==> src/rtl/conv1_feed_sched.sv <==
// conv1_feed_sched
// Sequencer that feeds the conv1 parallel-multiply stage. In bypass mode it
// fetches one wide feature word from the input-feature BRAM and streams its
// 16-bit lanes out one per cycle. In matrix mode it still walks the BRAM
// addresses but forwards one matrix mult-add result per word instead.
// A global halt freezes the sequencer. BRAM read data and matrix results
// that arrive during a halt are parked in one-entry holding registers, so
// nothing is lost and no read is reissued.

module conv1_feed_sched #(
   parameter int LANES     = 25,
   parameter int DW        = 16,
   parameter int ADDR_W    = 10,
   parameter int NUM_WORDS = 1024,
   parameter int RD_LAT    = 2
) (
   input  logic                  clk,
   input  logic                  rst,
   input  logic                  start,
   input  logic                  halt,
   input  logic                  mode,
   output logic                  bram_rd,
   output logic [ADDR_W-1:0]     bram_addr,
   input  logic [LANES*DW-1:0]   bram_data,
   input  logic [DW-1:0]         mx_res,
   input  logic                  mx_res_v,
   output logic [DW-1:0]         fea_out,
   output logic                  fea_v,
   output logic [4:0]            lane_idx,
   output logic                  busy,
   output logic                  done
);

   localparam logic [2:0] S_IDLE   = 3'd0;
   localparam logic [2:0] S_FETCH  = 3'd1;
   localparam logic [2:0] S_WAIT   = 3'd2;
   localparam logic [2:0] S_SERIAL = 3'd3;
   localparam logic [2:0] S_MXWAIT = 3'd4;
   localparam logic [2:0] S_DONE   = 3'd5;

   localparam logic [ADDR_W-1:0] LAST_WORD = ADDR_W'(NUM_WORDS - 1);
   localparam logic [4:0]        LAST_LANE = 5'(LANES - 1);

   logic [2:0]            state_q,    state_d;
   logic [ADDR_W-1:0]     word_q,     word_d;
   logic [4:0]            lane_q,     lane_d;
   logic                  mode_q,     mode_d;
   logic [LANES*DW-1:0]   word_reg_q, word_reg_d;
   logic [RD_LAT-1:0]     rd_pipe_q,  rd_pipe_d;
   logic                  ret_v_q,    ret_v_d;
   logic [LANES*DW-1:0]   ret_data_q, ret_data_d;
   logic                  skid_v_q,   skid_v_d;
   logic [DW-1:0]         skid_data_q, skid_data_d;
   logic                  err_q,      err_d;

   logic                  rd_ret;
   logic                  last_word;
   logic                  skid_pop;
   logic                  pass_active;
   logic [2:0]            after_word;
   logic [2:0]            after_fetch;

   // Output decode: strobes are gated by halt so a stalled cycle never emits anything
   always_comb begin
      bram_rd   = (state_q == S_FETCH) && !halt;
      bram_addr = word_q;
      fea_v     = !halt && ((state_q == S_SERIAL) ||
                            ((state_q == S_MXWAIT) && skid_v_q));
      fea_out   = '0;
      if (fea_v) begin
         if (state_q == S_SERIAL) begin
            fea_out = word_reg_q[int'(lane_q) * DW +: DW];
         end else begin
            fea_out = skid_data_q;
         end
      end
      lane_idx  = lane_q;
      busy      = (state_q != S_IDLE);
      done      = (state_q == S_DONE) && !halt;
   end

   // Helper terms shared by the holding registers and the sequencer
   always_comb begin
      rd_ret      = rd_pipe_q[RD_LAT-1];
      last_word   = (word_q == LAST_WORD);
      skid_pop    = (state_q == S_MXWAIT) && !halt && skid_v_q;
      pass_active = (state_q != S_IDLE) && (state_q != S_DONE);
      after_word  = last_word ? S_DONE : S_FETCH;
      after_fetch = mode_q ? S_MXWAIT : S_SERIAL;
   end

   // Next-state logic: read tracking and holding registers run regardless of
   // halt, while the sequencer itself only advances when halt is low
   always_comb begin
      state_d     = state_q;
      word_d      = word_q;
      lane_d      = lane_q;
      mode_d      = mode_q;
      word_reg_d  = word_reg_q;
      ret_v_d     = ret_v_q;
      ret_data_d  = ret_data_q;
      skid_v_d    = skid_v_q;
      skid_data_d = skid_data_q;
      err_d       = err_q;

      // The BRAM keeps its own latency even while we are stalled, so the
      // outstanding-read tracker is never frozen.
      rd_pipe_d = (rd_pipe_q << 1) | RD_LAT'(bram_rd);

      // Read data returning while halted is parked until WAIT can take it.
      if (rd_ret && halt) begin
         ret_v_d    = 1'b1;
         ret_data_d = bram_data;
      end

      // Matrix results may land at any time during a pass, halted or not.
      // A result that finds the buffer still occupied is dropped and flagged.
      if (mx_res_v && pass_active) begin
         if (skid_v_q && !skid_pop) begin
            err_d = 1'b1;
         end else begin
            skid_v_d    = 1'b1;
            skid_data_d = mx_res;
         end
      end else if (skid_pop) begin
         skid_v_d = 1'b0;
      end

      if (!halt) begin
         case (state_q)
            S_IDLE: begin
               if (start) begin
                  state_d = S_FETCH;
                  mode_d  = mode;
                  word_d  = '0;
                  lane_d  = '0;
               end
            end
            S_FETCH: begin
               state_d = S_WAIT;
            end
            S_WAIT: begin
               if (ret_v_q) begin
                  word_reg_d = ret_data_q;
                  ret_v_d    = 1'b0;
                  state_d    = after_fetch;
               end else if (rd_ret) begin
                  word_reg_d = bram_data;
                  state_d    = after_fetch;
               end
            end
            S_SERIAL: begin
               if (lane_q == LAST_LANE) begin
                  lane_d  = '0;
                  state_d = after_word;
                  if (!last_word) begin
                     word_d = word_q + ADDR_W'(1);
                  end
               end else begin
                  lane_d = lane_q + 5'd1;
               end
            end
            S_MXWAIT: begin
               if (skid_v_q) begin
                  state_d = after_word;
                  if (!last_word) begin
                     word_d = word_q + ADDR_W'(1);
                  end
               end
            end
            S_DONE: begin
               // Leftover matrix results must not leak into the next pass.
               state_d  = S_IDLE;
               word_d   = '0;
               skid_v_d = 1'b0;
            end
            default: begin
               state_d = S_IDLE;
            end
         endcase
      end
   end

   // State registers with asynchronous active-high reset
   always_ff @(posedge clk or posedge rst) begin
      if (rst) begin
         state_q     <= S_IDLE;
         word_q      <= '0;
         lane_q      <= '0;
         mode_q      <= 1'b0;
         word_reg_q  <= '0;
         rd_pipe_q   <= '0;
         ret_v_q     <= 1'b0;
         ret_data_q  <= '0;
         skid_v_q    <= 1'b0;
         skid_data_q <= '0;
         err_q       <= 1'b0;
      end else begin
         state_q     <= state_d;
         word_q      <= word_d;
         lane_q      <= lane_d;
         mode_q      <= mode_d;
         word_reg_q  <= word_reg_d;
         rd_pipe_q   <= rd_pipe_d;
         ret_v_q     <= ret_v_d;
         ret_data_q  <= ret_data_d;
         skid_v_q    <= skid_v_d;
         skid_data_q <= skid_data_d;
         err_q       <= err_d;
      end
   end

endmodule

==> config.mk <==
export PLATFORM = sky130hd
export DESIGN_NAME = conv1_feed_sched
export DESIGN_NICKNAME = d
export VERILOG_FILES = /design/src/rtl/conv1_feed_sched.sv
export SDC_FILE = /design/constraint.sdc
export NUM_CORES = 2
export LEC_CHECK = 0
export CAP_MARGIN = 20
export CORE_UTILIZATION = 25
export CTS_CLUSTER_DIAMETER = 120
export DETAILED_ROUTE_END_ITERATION = 10
export PLACE_DENSITY_LB_ADDON = 0.05
export SLEW_MARGIN = 10
export SYNTH_ARGS = -nofsm -noshare
export SYNTH_HDL_FRONTEND = slang
export SYNTH_SLANG_ARGS = --single-unit
==> constraint.sdc <==
create_clock -name clk -period 56.1 [get_ports clk]
set_input_delay 5.61 -clock clk [delete_from_list [all_inputs] [get_ports clk]]
set_output_delay 5.61 -clock clk [all_outputs]
set_load 0.005 [all_outputs]
==> impl_metrics.py <==
metrics = {
    "yosys": {
        "synthesis.nets": 3600,
        "synthFlopType": "dfrtp_1",
        "synth_area_leaders": "dfrtp_1 50%, mux2_2 12%, mux2i_1 11%",
        "avgSynthCellArea_um2": 13.3,
        "synth_area_mm2": 0.0423,
        "synth_top_area_share_pct": 49.6,
        "synth_top_cell_by_area": "dfrtp_1",
        "synth_most_common_cell": "dfrtp_1",
        "syn-instance-count": 3175,
        "synthTopCellsByCount": "839 x dfrtp_1, 480 x mux2i_1, 450 x mux2_2",
        "synth_edf_count": 0,
        "async_reset_ff_share_pct": 100,
        "synth_cell_type_count": 61,
        "ys_ff_latch": 839,
        "synth_seq_area_share_pct": 49.6,
        "ys.warnings.count": 0,
    },
    "sta": {
        "period_minus_slack_ns": 13.91,
        "setup-tns-final_ns": 0,
        "setup_viol": 0,
        "post-route-period-util_pct": 24.8,
        "slew_viol_final": 0,
        "hold_violations": 0,
        "slew_headroom_pct": 16.9,
        "fin_skew_ns": 0.0267,
        "rsz0062_at_grt": "no",
        "clock.fmax_mhz": 71.9,
        "worstMarginPinSlew_ns": 1.25,
    },
    "flow_run": {
        "drv_cap": 0,
    },
    "clock_network": {
        "cts_setup_buffers": 0,
        "path_clk_slew_ns": 0.06,
        "cts_tree": "built",
        "htree_levels": 3,
        "cts_root_buf": "clkbuf_16",
        "clock_sinks": 839,
        "cts_max_path_buffers": 3,
        "cts_buffers": 108,
        "clk_latency_ns": 0.71,
        "cts_resized": 0,
        "ctsHoldBuffers": 0,
    },
    "global_routing": {
        "globalRouteMet1Util_pct": 22.6,
        "grt_max_degree": 160,
        "met3_usage_pct": 3.46,
        "grt_usage_pct": 16.5,
        "grt.overflow.total": 0,
        "top_usage_layer": "met2",
        "grt_use_met2_pct": 26.7,
        "antenna_found_initial": 31,
        "grt_pass1_wl_um": 205000,
        "grt_pass1_vias": 28300,
    },
    "critical_path": {
        "cp-start-kind": "input pin",
        "slowest_delay_ns": 0.98,
        "crit_slowest_cell": "clkdlybuf4s50_1",
        "cpLargestDelayFamily": "buffers and inverters",
        "worst_setup_path_end_kind": "primary output",
        "required_ns": 50.49,
        "crit_fanout": 17,
        "path_class": "input pin to primary output",
        "arrival_ns": 8.30,
        "critical_path_buf_inv_count": 2,
        "crit_chain": "clkdlybuf4s50_1 > or2_1 > nor4_1 > clkdlybuf4s50_1",
        "crit_top_cell": "clkdlybuf4s50_1",
    },
    "layout": {
        "drive_above_1_share_pct": 42.3,
        "area.sequential_mm2": 0.0210,
        "area_delta_synth_final_pct": 21.6,
        "finalCoreUtilization_pct": 30.7,
        "multiInputGateArea_mm2": 0.0189,
        "final_nets": 3969,
        "nFillCells": 16900,
    },
    "pwr": {
        "power_density_mw_per_mm2": 58.1,
        "p_leak_uw": 0.0221,
        "ir_drop_v": 0.0000243,
    },
    "routing": {
        "wirelength_um": 142000,
        "wl_per_cell_um": 24.2,
        "firstDrtPassIters": 5,
        "ant_nets": 0,
        "first_iter_violations": 1394,
        "vias": 26400,
        "avgViaCountPerCell": 4.51,
        "drc": 0,
    },
    "floorplanning": {
        "core-area_mm2": 0.168,
        "die_h_um": 413,
        "rows": 150,
        "io_pins": 457,
        "start_util_pct": 25.2,
        "die-area_mm2": 0.171,
        "die_w_um": 413,
    },
    "place": {
        "gp_congestion": 0.792,
        "port_buffers": 456,
        "dp_hpwl_um": 100000,
    },
    "worst_hold_path": {
        "hp-class": "register to register",
    },
    "outcome": {
        "status": "complete, no violations",
    },
}
==> metal layers <==
layer | wire (um) | vias up
met1 | 66000 | 13500
met4 | 2590 | 30
met5 | 168 | -
met2 | 66000 | 574
met3 | 6900 | 173
li1 | - | 12100
==> path summary, 6_finish.rpt <==
kind | from | end | slack (ns) | cells past startpoint
setup / recovery | halt | fea_out[14] | 42.19 | 4
hold / removal | rd_pipe_q[0] | rd_pipe_q[1] | 0.41 | 0
setup reg to reg | ret_v_q | word_reg_q[267] | 51.02 | 8
hold reg to reg | rd_pipe_q[0] | rd_pipe_q[1] | 0.41 | 0
max in group asynchronous | rst | ret_data_q[157] | 47.64 | 5
min in group asynchronous | rst | ret_data_q[99] | 5.44 | 2
==> logic make-up (layout without fill, tap and decap cells) <==
logic type	count (synthesis)	count (layout)	synth area share, %
multiplexers	978	978	25.9
flip-flops	839	839	49.6
AO/OA/AOI/OAI	568	568	11.0
AND/OR/NAND/NOR	537	537	7.65
buffers and inverters	249	713	5.68
adder cells (fa/ha/maj)	3	3	0.0887
XOR/XNOR	1	1	0.0207
other	0	6	0
==> area by class of cell <==
type | count | share of cell area (%)
flip-flops and latches | 839 | 40.8
multi-input cells | 2087 | 36.8
repair buffers | 499 | 9.73
clock buffers | 172 | 6.54
well taps | 2204 | 5.36
clock inverters | 33 | 0.652
inverters | 9 | 0.0802
diodes | 6 | 0.0292
==> where the power goes <==
part,total [uW],switching (uW),internal (uW)
clock network,717,284,433
registers,1120,209,914
logic,1150,607,542
==> through the flow <==
| step | area, um2 | instances | power, uW | setup slack, ns | hold WS (ns) |
|---|---|---|---|---|---|
| 2_1_floorplan | 42300 | 3175 | 1950 | 26.92 | 0.331 |
| 3_3_place_gp | 47700 | 5635 | 2290 | 42.33 | 0.383 |
| 3_5_place_dp | 47700 | 5636 | 2320 | 42.24 | 0.396 |
| 4_1_cts | 51400 | 5841 | 3060 | 42.23 | 0.411 |
| 5_1_grt | 51400 | 5843 | 3190 | 42.10 | 0.413 |
| 6_report | 51500 | 5849 | 2990 | 42.19 | 0.410 |
==> state kept, by name, indices dropped and copies added (netlist names) <==
signal       count
bram_addr       10
lane_idx         5
mode_q           1
rd_pipe_q        2
ret_data_q     400
ret_v_q          1
skid_data_q     16
skid_v_q         1
state_q          3
word_reg_q     400
==> placed cells by master (no fill, tap or decap), types with 16 or more instances in the layout <==
| cell | Yosys | routed |
|---|---|---|
| a21oi_1 | 51 | 51 |
| o2111a_1 | 17 | 17 |
| clkbuf_8 | 0 | 38 |
| a22oi_1 | 16 | 16 |
| nor2_2 | 400 | 400 |
| a21oi_2 | 400 | 400 |
| nor4_1 | 18 | 18 |
| clkbuf_16 | 0 | 110 |
| mux2_2 | 450 | 450 |
| a21o_1 | 16 | 16 |
| nand2_1 | 60 | 59 |
| mux4_2 | 48 | 48 |
| o22ai_1 | 18 | 18 |
| dfrtp_1 | 839 | 834 |
| clkdlybuf4s50_1 | 0 | 456 |
| clkinv_2 | 0 | 20 |
| clkbuf_1 | 112 | 24 |
| mux2i_1 | 480 | 480 |
| buf_4 | 8 | 34 |
No activity file was read; power rests on OpenSTA's default activity.
